### src/rtl/branch_resolve_unit.sv
// rtl/branch_resolve_unit.sv - registered RV32I branch resolution with 2-bit BHT and perf counters
module branch_resolve_unit #(
  parameter int         XLEN        = 32,
  parameter int         BHT_ENTRIES = 64,
  parameter logic [1:0] CTR_INIT    = 2'b01,
  parameter int         CNT_W       = 16
) (
  input  logic             clk,
  input  logic             rst,
  input  logic [XLEN-1:0]  pred_pc,
  output logic             pred_taken,
  input  logic             rs_valid,
  output logic             rs_ready,
  input  logic [6:0]       opcode,
  input  logic [2:0]       funct3,
  input  logic [12:0]      imm,
  input  logic [XLEN-1:0]  in1,
  input  logic [XLEN-1:0]  in2,
  input  logic [XLEN-1:0]  pc,
  input  logic             pred_taken_in,
  output logic             out_valid,
  input  logic             out_ready,
  output logic [XLEN-1:0]  iaddr,
  output logic             taken,
  output logic             mispredict,
  output logic             illegal,
  output logic [CNT_W-1:0] n_branches,
  output logic [CNT_W-1:0] n_mispredicts
);
  localparam int IDX = $clog2(BHT_ENTRIES);

  logic [1:0]       bht_q [BHT_ENTRIES];
  logic             out_valid_q, taken_q, mispredict_q, illegal_q;
  logic [XLEN-1:0]  iaddr_q;
  logic [CNT_W-1:0] n_br_q, n_mis_q;

  logic             is_br, ill_d, legal_d, cond_d, taken_d, mispredict_d, accept;
  logic [XLEN-1:0]  target_d, seq_d, iaddr_d;
  logic [IDX-1:0]   upd_idx;

  wire unused_ok = &{1'b0, imm[0], pred_pc[XLEN-1:IDX+2], pred_pc[1:0], pc[1:0]};

  assign pred_taken = bht_q[pred_pc[IDX+1:2]][1];
  assign rs_ready   = !out_valid_q || out_ready;
  assign accept     = rs_valid && rs_ready;
  assign upd_idx    = pc[IDX+1:2];

  always_comb begin
    cond_d = 1'b0;
    case (funct3)
      3'b000:  cond_d = (in1 == in2);
      3'b001:  cond_d = (in1 != in2);
      3'b100:  cond_d = ($signed(in1) < $signed(in2));
      3'b101:  cond_d = !($signed(in1) < $signed(in2));
      3'b110:  cond_d = (in1 < in2);
      3'b111:  cond_d = !(in1 < in2);
      default: cond_d = 1'b0;
    endcase
  end

  assign is_br        = (opcode == 7'b1100011);
  assign ill_d        = is_br && (funct3[2:1] == 2'b01);
  assign legal_d      = is_br && !ill_d;
  assign taken_d      = legal_d && cond_d;
  assign mispredict_d = legal_d && (taken_d ^ pred_taken_in);
  assign target_d     = pc + {{(XLEN-13){imm[12]}}, imm[12:1], 1'b0};
  assign seq_d        = pc + XLEN'(4);
  assign iaddr_d      = taken_d ? target_d : seq_d;

  always_ff @(posedge clk or posedge rst) begin
    if (rst) begin
      for (int i = 0; i < BHT_ENTRIES; i++) bht_q[i] <= CTR_INIT;
      out_valid_q   <= 1'b0;
      iaddr_q       <= '0;
      taken_q       <= 1'b0;
      mispredict_q  <= 1'b0;
      illegal_q     <= 1'b0;
      n_br_q        <= '0;
      n_mis_q       <= '0;
    end else if (accept) begin
      out_valid_q  <= 1'b1;
      iaddr_q      <= iaddr_d;
      taken_q      <= taken_d;
      mispredict_q <= mispredict_d;
      illegal_q    <= ill_d;
      if (legal_d) begin
        // 2-bit saturating training: only legal branches touch the table or perf counters
        if (taken_d && bht_q[upd_idx] != 2'b11)
          bht_q[upd_idx] <= bht_q[upd_idx] + 2'b01;
        else if (!taken_d && bht_q[upd_idx] != 2'b00)
          bht_q[upd_idx] <= bht_q[upd_idx] - 2'b01;
        if (n_br_q != '1) n_br_q <= n_br_q + 1'b1;
        if (mispredict_d && n_mis_q != '1) n_mis_q <= n_mis_q + 1'b1;
      end
    end else if (out_ready) begin
      out_valid_q <= 1'b0;
    end
  end

  assign out_valid     = out_valid_q;
  assign iaddr         = iaddr_q;
  assign taken         = taken_q;
  assign mispredict    = mispredict_q;
  assign illegal       = illegal_q;
  assign n_branches    = n_br_q;
  assign n_mispredicts = n_mis_q;
endmodule

### config.mk
export PLATFORM = sky130hd
export DESIGN_NAME = branch_resolve_unit
export DESIGN_NICKNAME = d
export VERILOG_FILES = /design/src/rtl/branch_resolve_unit.sv
export SDC_FILE = /design/constraint.sdc
export NUM_CORES = 1
export LEC_CHECK = 0
export BUFFER_PORTS_ARGS = -buffer_cell sky130_fd_sc_hd__buf_2
export CORE_UTILIZATION = 57
export CTS_CLUSTER_DIAMETER = 30
export CTS_CLUSTER_SIZE = 24
export DETAILED_ROUTE_END_ITERATION = 10
export PLACE_DENSITY = 0.81
export SYNTH_ARGS = -nofsm -noshare
export SYNTH_HDL_FRONTEND = slang
export SYNTH_SLANG_ARGS = --single-unit
### constraint.sdc
create_clock -name clk -period 7.01 [get_ports clk]
set_input_delay 1.0515 -clock clk [delete_from_list [all_inputs] [get_ports clk]]
set_output_delay 1.0515 -clock clk [all_outputs]
set_load 0.05 [all_outputs]
==> results.sh, run 1 <==
export IMPL_outcome="completed"
export IMPL_area_occupied_by_multi_input_gates_mm2=0.00723
export IMPL_report_final_hold_viol_count=0
export IMPL_floorplan_die_width_um=151
export IMPL_timing_final_crit_period_ns=5.29
export IMPL_leakage_nw=6.79
export IMPL_internal_power_mw=1.84
export IMPL_final_antenna_net_count=0
export IMPL_grt_pass1_wl_um=52400
export IMPL_synth_edf_count=0
export IMPL_synth_cells=1252
export IMPL_ios=226
export IMPL_path_category_of_the_worst_min_delay_check="reg2reg"
export IMPL_vias=10520
export IMPL_number_of_global_route_vias_before_repair=10440
export IMPL_fin_nets=1647
export IMPL_clk_pin_slew_worst_paths_ns=0.08
export IMPL_post_route_cells_drive_above_1_share_pct=32.9
export IMPL_totalNegativeSetupSlack_ns=0
export IMPL_top_reg_cell_synth="dfrtp_1"
export IMPL_hold_ws_ns=0.471
export IMPL_start_util_pct=58.0
export IMPL_design_die_area_mm2=0.0228
export IMPL_final_max_slew_viol_count=0
export IMPL_detail_route_wirelength_um=32800
export IMPL_worst_setup_path_startpoint="pc[4]"
export IMPL_setup_worst_path_end_class="flip-flop"
export IMPL_area_growth_synth_to_final_pct=14.5
export IMPL_count_of_hold_buffers_inserted_by_post_cts_repair=0
export IMPL_routabilityCongestion=0.892
export IMPL_swShare_pct=33.0
export IMPL_grt_max_degree=129
export IMPL_seq_area_mm2=0.00498
export IMPL_floorplan_rows=54
export IMPL_power_density_mw_per_mm2=190
export IMPL_post_cts_repair_setup_buffers=0
export IMPL_mean_cell_area_of_the_mapped_netlist_um2=10.1
export IMPL_grt_ovfl_total=0
export IMPL_net_count_of_the_mapped_netlist=1476
export IMPL_critical_path_startpoint_type="primary input"
export IMPL_port_buffers=198
export IMPL_min_period_over_period_pct=75.4
export IMPL_worst_ep_required_time_ns=7.38
export IMPL_number_of_clock_sinks=196
export IMPL_worst_path_largest_cell_delay_ns=0.72
export IMPL_maximum_clock_insertion_buffer_count=2
export IMPL_combinationalPowerShare_pct=20.7
export IMPL_grt_use_total_pct=29.6
export IMPL_cp_max_fo=34
export IMPL_core_region_area_mm2=0.0218
export IMPL_netlist_area_mm2=0.0127
export IMPL_worst_ir_drop_vdd_v=0.000171
export IMPL_highest_achievable_clock_rate_mhz=189
export IMPL_cts_inserted_buffers=17
export IMPL_final_fill_count=1707
export IMPL_vias_per_cell=6.13
export IMPL_timing_final_ws_setup_ns=1.72
export IMPL_clock_root_buffer="clkbuf_16"
export IMPL_cts_resized_gates=0
export IMPL_preCtsSetupSlack_ns=1.37
export IMPL_timing_worst_setup_path_type="in2reg"
export IMPL_timing_final_setup_violations=0
export IMPL_finClkSkew_ns=0.0163
export IMPL_route_detailed_wl_per_inst_um=19.1
export IMPL_timing_max_cap_violations=0
export IMPL_power_switching_uw=907
export IMPL_share_of_synthesized_area_occupied_by_flip_flops_and_latches_pct=39.4
export IMPL_antenna_found_initial=0
export IMPL_antennaDiodeCount=0
export IMPL_synth_lib_cells_used_distinct=67
export IMPL_critPathSlowestCell="xnor2_4"
export IMPL_initialDrtViolationCount=805
export IMPL_seqPwrFrac_pct=42.7
export IMPL_rsz0062_at_grt="false"
export IMPL_cts_tree="done"
export IMPL_crit_path_cell_trace="buf_2 -> clkinv_1 -> nand3_1 -> o22ai_1 -> nor4_1 -> o21ai_0 -> mux4_2 -> inv_1 -> ha_1 -> nor3_1 -> xnor2_4 -> buf_4 -> mux2_2"
export IMPL_ys_seq_elements=196
export IMPL_clock_tree_htree_level_count=4
export IMPL_drt_pass1_iterations=5
export IMPL_arrival_ns=5.66
export IMPL_die_height_um=151
export IMPL_worst_skew_pair_late_latency_ns=0.44
export IMPL_clock_power_share_pct=36.6
export IMPL_detailed_route_drc_error_count=0
export IMPL_timing_slew_headroom_pct=40.6
export IMPL_place_hpwl_um=23200
export IMPL_synthesis_yosys_warnings=0
export IMPL_min_from="iaddr[0]"
export IMPL_max_slew_worst_pin_slew_ns=0.891
export IMPL_postSynth_asyncResetShare_pct=100
==> cell families after synthesis <==
logic type | Yosys count | synth area share, %
muxes | 168 | 17.6
buffers and inverters | 116 | 3.68
adders and majority gates | 68 | 6.78
AOI/OAI and AO/OA | 247 | 12.5
and+or+nand+nor | 373 | 14.3
xor gates and xnor gates | 84 | 5.87
DFF | 196 | 39.4
==> worst max-delay path, delay by kind of cell <==
family	cells	cell delay, ns
AOI/OAI and AO/OA	2	0.36
xor gates and xnor gates	1	0.72
adders and majority gates	1	0.29
buffers and inverters	4	0.99
muxes	2	0.88
and+or+nand+nor	3	1.33
==> per-layer routing <==
layer / GRT usage [%] / share of wire (%) / wire length [µm] / vias up
li1: - / - / - / 4925
met1: 38.0 / 42 / 13800 / 5107
met2: 49.5 / 48 / 15700 / 396
met3: 5.12 / 6.7 / 2210 / 92
met4: 11.9 / 3.1 / 1020 / 0
met5: 0 / 0 / 0 / -
==> metrics by stage <==
stage                     std cells  cell area, µm²  utilization, %  power [mW]
after floorplan                1252           12700               -        1.58
after global placement         1684           13900            63.6        1.74
after detailed placement       1684           13900            63.6        1.76
after CTS                      1716           14500            66.4        2.77
after global routing           1716           14500            66.4        2.87
final                          1716           14500            66.4        2.75
==> final timing paths <==
check | to | slack, ns | depth (start not counted)
max | bht_q[53] | 1.72 | 13
min | iaddr[0] | 0.47 | 2
max reg2reg | bht_q[53] | 2.80 | 10
min reg2reg | iaddr[0] | 0.47 | 2
max in group asynchronous | bht_q[117] | 4.79 | 3
min in group asynchronous | n_mispredicts[4] | 0.77 | 2
==> cells in the final DEF, fill, tap and decap left out, types with 13 or more instances in the layout <==
cell	n
nor2_1	62
nand4_1	38
ha_1	67
o21ai_0	55
nand2_1	139
xor2_1	27
nor3_1	14
nand3_1	48
a22oi_1	24
dfrtp_1	132
inv_1	54
dfstp_2	64
buf_4	13
mux4_2	22
and3_1	16
buf_2	198
a21o_1	21
o22ai_1	33
xnor2_1	56
a21oi_1	51
clkbuf_16	18
mux2_2	125
==> power by group through the flow <==
stage / combinational, mW / sequential (mW) / clock [mW]
after floorplan: 0.294 / 1.29 / 0
after global placement: 0.550 / 1.19 / 0
after detailed placement: 0.563 / 1.20 / 0
after CTS: 0.566 / 1.18 / 1.03
after global routing: 0.621 / 1.18 / 1.07
final: 0.568 / 1.17 / 1.01
==> layout make-up <==
type,count,share of cell area [%]
clock buffers,18,3.11
clock inverters,14,1.22
inverters,57,1.53
multi-input cells,940,49.8
flip-flops and latches,196,34.4
well taps,280,2.42
repair buffers,211,7.51
==> Yosys cell counts (all sizes together), types with 3 or more instances <==
cell,count,area share (%)
a21o,21,1.2
o211ai,3,0.18
o31ai,5,0.30
buf,16,0.71
nand2b,6,0.30
a21oi,51,2.0
nor3,14,0.55
a221oi,5,0.35
dfrtp,132,26
nor2b,6,0.30
a211oi,7,0.41
ha,67,6.6
nor2,62,1.8
inv,56,1.7
o21a,7,0.41
nand3,48,1.9
o21ai,55,2.2
xnor2,57,4.0
or3,5,0.25
and3,17,0.88
o22ai,33,1.6
mux2i,13,1.8
mux2,133,12
and4,5,0.35
mux4,22,3.9
nor4,7,0.35
a311oi,3,0.21
nand4b,3,0.21
nand4,38,1.9
nand2,140,4.1
a31oi,8,0.40
and2,8,0.40
a22oi,24,1.4
clkbuf,43,1.3
dfstp,64,13
nand3b,3,0.18
o21bai,5,0.30
xor2,27,1.9
a211o,3,0.21
a22o,5,0.35
Power figures use the tool's default switching activity.
==> run 2, diff against run 1 <==
--- a/config.mk
+++ b/config.mk
@@ -6,11 +6,11 @@
 export NUM_CORES = 1
 export LEC_CHECK = 0
 export BUFFER_PORTS_ARGS = -buffer_cell sky130_fd_sc_hd__buf_2
-export CORE_UTILIZATION = 57
+export CORE_UTILIZATION = 52
 export CTS_CLUSTER_DIAMETER = 30
 export CTS_CLUSTER_SIZE = 24
 export DETAILED_ROUTE_END_ITERATION = 10
-export PLACE_DENSITY = 0.81
+export PLACE_DENSITY = 0.78
 export SYNTH_ARGS = -nofsm -noshare
 export SYNTH_HDL_FRONTEND = slang
 export SYNTH_SLANG_ARGS = --single-unit
==> constraint.sdc (replaced) <==
create_clock -name clk -period 4.5 [get_ports clk]
set_input_delay 0.675 -clock clk [delete_from_list [all_inputs] [get_ports clk]]
set_output_delay 0.675 -clock clk [all_outputs]
set_load 0.05 [all_outputs]
==> run 2 against run 1 <==
Via count rose by 0.67%. Design area grew 2.6%. Sequential share of layout area decreased by 0.86 points. Sequential cell count stayed put. Die area grew 9.5%. First-iteration DRC count is 8.1% higher. Clock skew fell by 0.0016 ns. Critical endpoint is now bht_q[43]. Hold slack worse by 0.17 ns. Sequential power increased by 56%.
==> results.sh, run 2 (synthesized netlist as in run 1, its figures left out) <==
export IMPL_critPathSlowestCell="mux4_2"
export IMPL_timing_slew_headroom_pct=51.7
export IMPL_report_final_hold_viol_count=0
export IMPL_worst_ep_required_time_ns=4.82
export IMPL_dpl_cell_area_mm2=0.0142
export IMPL_area_growth_synth_to_final_pct=17.4
export IMPL_finalCoreUtilization_pct=62.8
export IMPL_final_antenna_net_count=0
export IMPL_detail_route_wirelength_um=32400
export IMPL_floorplan_rows=56
export IMPL_grt_use_total_pct=26.9
export IMPL_initialDrtViolationCount=870
export IMPL_cts_resized_gates=0
export IMPL_fin_nets=1682
export IMPL_final_fill_count=1964
export IMPL_outcome="completed"
export IMPL_max_slew_worst_pin_slew_ns=0.724
export IMPL_post_cts_repair_setup_buffers=0
export IMPL_routabilityCongestion=0.863
export IMPL_port_buffers=198
export IMPL_min_period_over_period_pct=91.6
export IMPL_setup_worst_path_end_class="flip-flop"
export IMPL_grt_pass1_wl_um=52500
export IMPL_worst_path_largest_cell_delay_ns=0.54
export IMPL_finClkSkew_ns=0.0147
export IMPL_ios=226
export IMPL_number_of_clock_sinks=196
export IMPL_crit_family="multiplexers"
export IMPL_path_category_of_the_worst_min_delay_check="in2async"
export IMPL_worst_ir_drop_vdd_v=0.000269
export IMPL_antenna_found_initial=0
export IMPL_floorplan_die_width_um=158
export IMPL_antennaDiodeCount=0
export IMPL_timing_final_crit_period_ns=4.12
export IMPL_clk_pin_slew_worst_paths_ns=0.09
export IMPL_vias=10591
export IMPL_design_die_area_mm2=0.0250
export IMPL_report_power_total_mw=4.36
export IMPL_grt_ovfl_total=0
export IMPL_cp_max_fo=10
export IMPL_area_occupied_by_multi_input_gates_mm2=0.00723
export IMPL_cts_inserted_buffers=17
export IMPL_final_cell_mix="buf_2 (198), nand2_1 (139), dfrtp_1 (132)"
export IMPL_final_max_slew_viol_count=0
export IMPL_place_hpwl_um=24000
export IMPL_seq_area_mm2=0.00498
export IMPL_totalNegativeSetupSlack_ns=0
export IMPL_final_common_cell="buf_2"
export IMPL_count_of_hold_buffers_inserted_by_post_cts_repair=0
export IMPL_critical_path_top_cell_by_count="buf_4"
export IMPL_core_region_area_mm2=0.0237
export IMPL_start_util_pct=53.5
export IMPL_number_of_global_route_vias_before_repair=10350
export IMPL_clock_root_buffer="clkbuf_16"
export IMPL_maximum_clock_insertion_buffer_count=2
export IMPL_route_detailed_wl_per_inst_um=18.1
export IMPL_timing_worst_setup_path_type="in2reg"
export IMPL_leakage_nw=6.98
export IMPL_critPathBufInv=4
export IMPL_crit_path_cell_trace="buf_2 -> inv_2 -> or3_1 -> buf_4 -> o22ai_1 -> o41ai_1 -> o21ai_0 -> mux4_2 -> ha_1 -> nor2_1 -> nand3_1 -> buf_4 -> mux2i_4 -> nand2_1 -> mux2_1"
export IMPL_cts_tree="done"
export IMPL_power_density_mw_per_mm2=293
export IMPL_post_route_cells_drive_above_1_share_pct=34.5
export IMPL_worst_skew_pair_late_latency_ns=0.45
export IMPL_worst_path_stages=15
export IMPL_timing_final_setup_violations=0
export IMPL_vias_per_cell=5.92
export IMPL_grt_max_degree=139
export IMPL_timing_final_ws_setup_ns=0.376
export IMPL_finalInstanceArea_mm2=0.0149
export IMPL_arrival_ns=4.45
export IMPL_detailed_route_drc_error_count=0
export IMPL_clock_tree_htree_level_count=4
export IMPL_reg2reg_depth=12
export IMPL_critical_path_startpoint_type="primary input"
export IMPL_preCtsSetupSlack_ns=0.00353
export IMPL_rsz0062_at_grt="false"
export IMPL_drt_pass1_iterations=5
export IMPL_die_height_um=158
export IMPL_timing_max_cap_violations=0
export IMPL_highest_achievable_clock_rate_mhz=243
-- run 2: changes by cell type in the layout (fill, tap and decap cells not counted), sizes merged --
cell,before,now
buf,211,246
clkinvlp,1,2
inv,60,63
clkinv,10,6
-- run 2: area by class of cell --
type,instances,area share (%)
inverter,57,1.46
multi-input combinational,940,48.6
clock inverter,14,1.29
timing repair buffer,246,9.42
tap,319,2.68
sequential,196,33.5
clock buffer,18,3.03
-- run 2: stage by stage --
| stage | cells | hold WS, ns |
|---|---|---|
| final | 1790 | 0.299 |
| after global routing | 1790 | 0.343 |
| after CTS | 1790 | 0.310 |
| after detailed placement | 1758 | 0.461 |
| after global placement | 1758 | 0.455 |
| after floorplan | 1252 | 0.476 |
-- run 2: final timing paths --
kind | slack, ns | to | startpoint
max | 0.38 | bht_q[43] | pc[2]
min | 0.30 | n_mispredicts[0] | rst
min reg2reg | 0.48 | iaddr[0] | iaddr[0]
max reg2reg | 0.94 | bht_q[43] | flip-flop
min in group clk | 0.43 | iaddr[0] | pc[0]
max in group asynchronous | 3.11 | bht_q[87] | rst
-- run 2: worst reg2reg max path: stages (launching register included) --
cell     delay (ns)
dfstp_2        0.54
o22ai_1        0.07
or4_1          0.56
nor2_1         0.11
a21oi_1        0.07
mux4_2         0.52
ha_1           0.27
nor2_1         0.24
nand3_1        0.13
buf_4          0.17
mux2i_4        0.24
nand2_1        0.17
mux2_1         0.36
-- run 2: metal layers --
metal,up-vias,track usage [%],share of wire (%),routed length (µm)
li1,4987,-,-,-
met4,0,8.84,2.3,760
met5,-,0,0,0
met1,5163,35.2,42,13700
met3,63,4.13,6.8,2220
met2,378,45.5,49,15800
-- run 2: report_power, final --
group	switching [mW]	total, mW	internal [mW]	leakage [nW]
sequential	0.0226	1.83	1.81	2.45
combinational	0.604	0.911	0.307	4.22
clock	0.821	1.63	0.804	0.307
==> run 3, diff against run 2 <==
--- a/config.mk
+++ b/config.mk
@@ -11,6 +11,7 @@
 export CTS_CLUSTER_SIZE = 24
 export DETAILED_ROUTE_END_ITERATION = 10
 export PLACE_DENSITY = 0.78
+export RECOVER_POWER = 100
 export SYNTH_ARGS = -nofsm -noshare
 export SYNTH_HDL_FRONTEND = slang
 export SYNTH_SLANG_ARGS = --single-unit
==> run 3 against run 2 <==
The flow now finishes with violations (max-capacitance violations, max-slew violations). Clock-buffer cell count unchanged. Sequential cell count did not move. Power decreased by 0.48%. Design area fell by 1.1%. Critical path type unchanged. Largest cell class unchanged. Largest power group unchanged.
==> results.sh, run 3 (synthesized netlist as in run 1, its figures left out) <==
export IMPL_final_cell_mix="nand2_1 (139), dfrtp_1 (132), buf_2 (127)"
export IMPL_preCtsSetupSlack_ns=0.00353
export IMPL_vias_per_cell=5.96
export IMPL_clk_pin_slew_worst_paths_ns=0.08
export IMPL_ios=226
export IMPL_post_cts_repair_setup_buffers=0
export IMPL_number_of_global_route_vias_before_repair=10350
export IMPL_cts_tree="done"
export IMPL_timing_final_ws_setup_ns=0.286
export IMPL_start_util_pct=53.5
export IMPL_timing_max_cap_violations=3
export IMPL_worst_skew_pair_late_latency_ns=0.44
export IMPL_antenna_found_initial=0
export IMPL_drt_pass1_iterations=6
export IMPL_count_of_hold_buffers_inserted_by_post_cts_repair=0
export IMPL_timing_final_crit_period_ns=4.21
export IMPL_crit_path_cell_trace="buf_2 -> inv_2 -> or3_1 -> buf_4 -> o22ai_1 -> o41ai_1 -> o21ai_0 -> mux4_2 -> ha_1 -> nor2_1 -> nand3_1 -> mux2i_2 -> nand2_1 -> mux2_2"
export IMPL_min_from="pc[0]"
export IMPL_grt_ovfl_total=0
export IMPL_final_antenna_net_count=0
export IMPL_rsz0062_at_grt="false"
export IMPL_path_category_of_the_worst_min_delay_check="in2reg"
export IMPL_min_period_over_period_pct=93.7
export IMPL_whs_endpoint="iaddr[0]"
export IMPL_grt_pass1_wl_um=52500
export IMPL_failed_checks="max-capacitance violations, max-slew violations"
export IMPL_worst_ep_required_time_ns=4.82
export IMPL_grt_max_degree=139
export IMPL_setup_worst_path_end_class="flip-flop"
export IMPL_report_power_total_mw=4.34
export IMPL_port_buffers=198
export IMPL_floorplan_rows=56
export IMPL_number_of_clock_sinks=196
export IMPL_worst_path_largest_cell_delay_ns=0.53
export IMPL_area_growth_synth_to_final_pct=16.2
export IMPL_antennaDiodeCount=0
export IMPL_clock_root_buffer="clkbuf_16"
export IMPL_timing_final_setup_violations=0
export IMPL_worst_ir_drop_vdd_v=0.000265
export IMPL_cts_inserted_buffers=17
export IMPL_timing_rr_end="bht_q[55]"
export IMPL_reg2reg_depth=11
export IMPL_place_hpwl_um=24000
export IMPL_core_region_area_mm2=0.0237
export IMPL_design_die_area_mm2=0.0250
export IMPL_hold_ws_ns=0.437
export IMPL_fin_nets=1682
export IMPL_highest_achievable_clock_rate_mhz=237
export IMPL_power_density_mw_per_mm2=295
export IMPL_finalCoreUtilization_pct=62.1
export IMPL_timing_slew_headroom_pct=-63.5
export IMPL_finClkSkew_ns=0.0141
export IMPL_post_route_cells_drive_above_1_share_pct=29.0
export IMPL_detail_route_wirelength_um=32500
export IMPL_initialDrtViolationCount=855
export IMPL_critical_path_startpoint_type="primary input"
export IMPL_outcome="complete, but fails checks"
export IMPL_report_final_hold_viol_count=0
export IMPL_detailed_route_drc_error_count=0
export IMPL_min_delay_path_depth=3
export IMPL_crit_family="multiplexers"
export IMPL_final_common_cell="nand2_1"
export IMPL_leakage_nw=6.68
export IMPL_clock_tree_htree_level_count=4
export IMPL_regToRegSetupSlack_ns=0.85
export IMPL_grt_use_total_pct=26.9
export IMPL_arrival_ns=4.54
export IMPL_critPathBufInv=3
export IMPL_die_height_um=158
export IMPL_floorplan_die_width_um=158
export IMPL_cts_resized_gates=0
export IMPL_final_max_slew_viol_count=242
export IMPL_max_slew_worst_pin_slew_ns=2.45
export IMPL_critPathSlowestCell="mux4_2"
export IMPL_routabilityCongestion=0.863
export IMPL_totalNegativeSetupSlack_ns=0
export IMPL_vias=10663
export IMPL_timing_worst_setup_path_type="in2reg"
export IMPL_maximum_clock_insertion_buffer_count=2
export IMPL_route_detailed_wl_per_inst_um=18.1
export IMPL_cp_max_fo=10
## run 3: cell types whose count changed in the layout (fill, tap and decap cells not counted), sizes merged
cell    before  now
buf        246  164
clkbuf      18  100
## run 3: through the flow
step | instance area, µm² | instances
floorplan | 12700 | 1252
global placement | 14200 | 1758
detailed placement | 14200 | 1758
CTS | 14900 | 1790
global route | 14700 | 1790
finish | 14700 | 1790
## run 3: worst max path at each step
stage           from        end  slack (ns)  cells after the start
2_1_floorplan  pc[3]  bht_q[17]        0.25                     16
3_3_place_gp   pc[2]  bht_q[67]        0.14                     15
3_5_place_dp   pc[2]  bht_q[43]       0.004                     15
4_1_cts        pc[2]  bht_q[43]        0.46                     15
5_1_grt        pc[2]  bht_q[55]        0.12                     14
6_report       pc[2]  bht_q[55]        0.29                     14
## run 3: per-layer routing
| layer | GRT usage (%) | share of wire, % | up-vias |
|---|---|---|---|
| li1 | - | - | 4994 |
| met1 | 35.2 | 43 | 5199 |
| met2 | 45.5 | 48 | 407 |
| met3 | 4.13 | 6.7 | 63 |
| met4 | 8.84 | 2.6 | 0 |
| met5 | 0 | 0 | - |
## run 3: area by class of cell
cell class | instances | area (µm²)
clock buffers | 18 | 450
flip-flops and latches | 196 | 4980
multi-input cells | 940 | 7200
inverters | 57 | 215
clock inverters | 14 | 191
repair buffers | 246 | 1270
fillers | 2023 | 8970
well taps | 319 | 399
## run 3: power breakdown
group          internal [mW]  total, mW  switching [mW]
combinational          0.291      0.893           0.602
clock                  0.804       1.62           0.816
sequential              1.81       1.83          0.0241
## run 3: worst reg2reg max path, cell delays in order, from the launching register on
cell	delay, ns
dfstp_2	0.54
o22ai_1	0.07
or4_1	0.56
nor2_1	0.12
a21oi_1	0.07
mux4_2	0.52
ha_1	0.27
nor2_1	0.24
nand3_1	0.14
mux2i_2	0.49
nand2_1	0.22
mux2_2	0.31
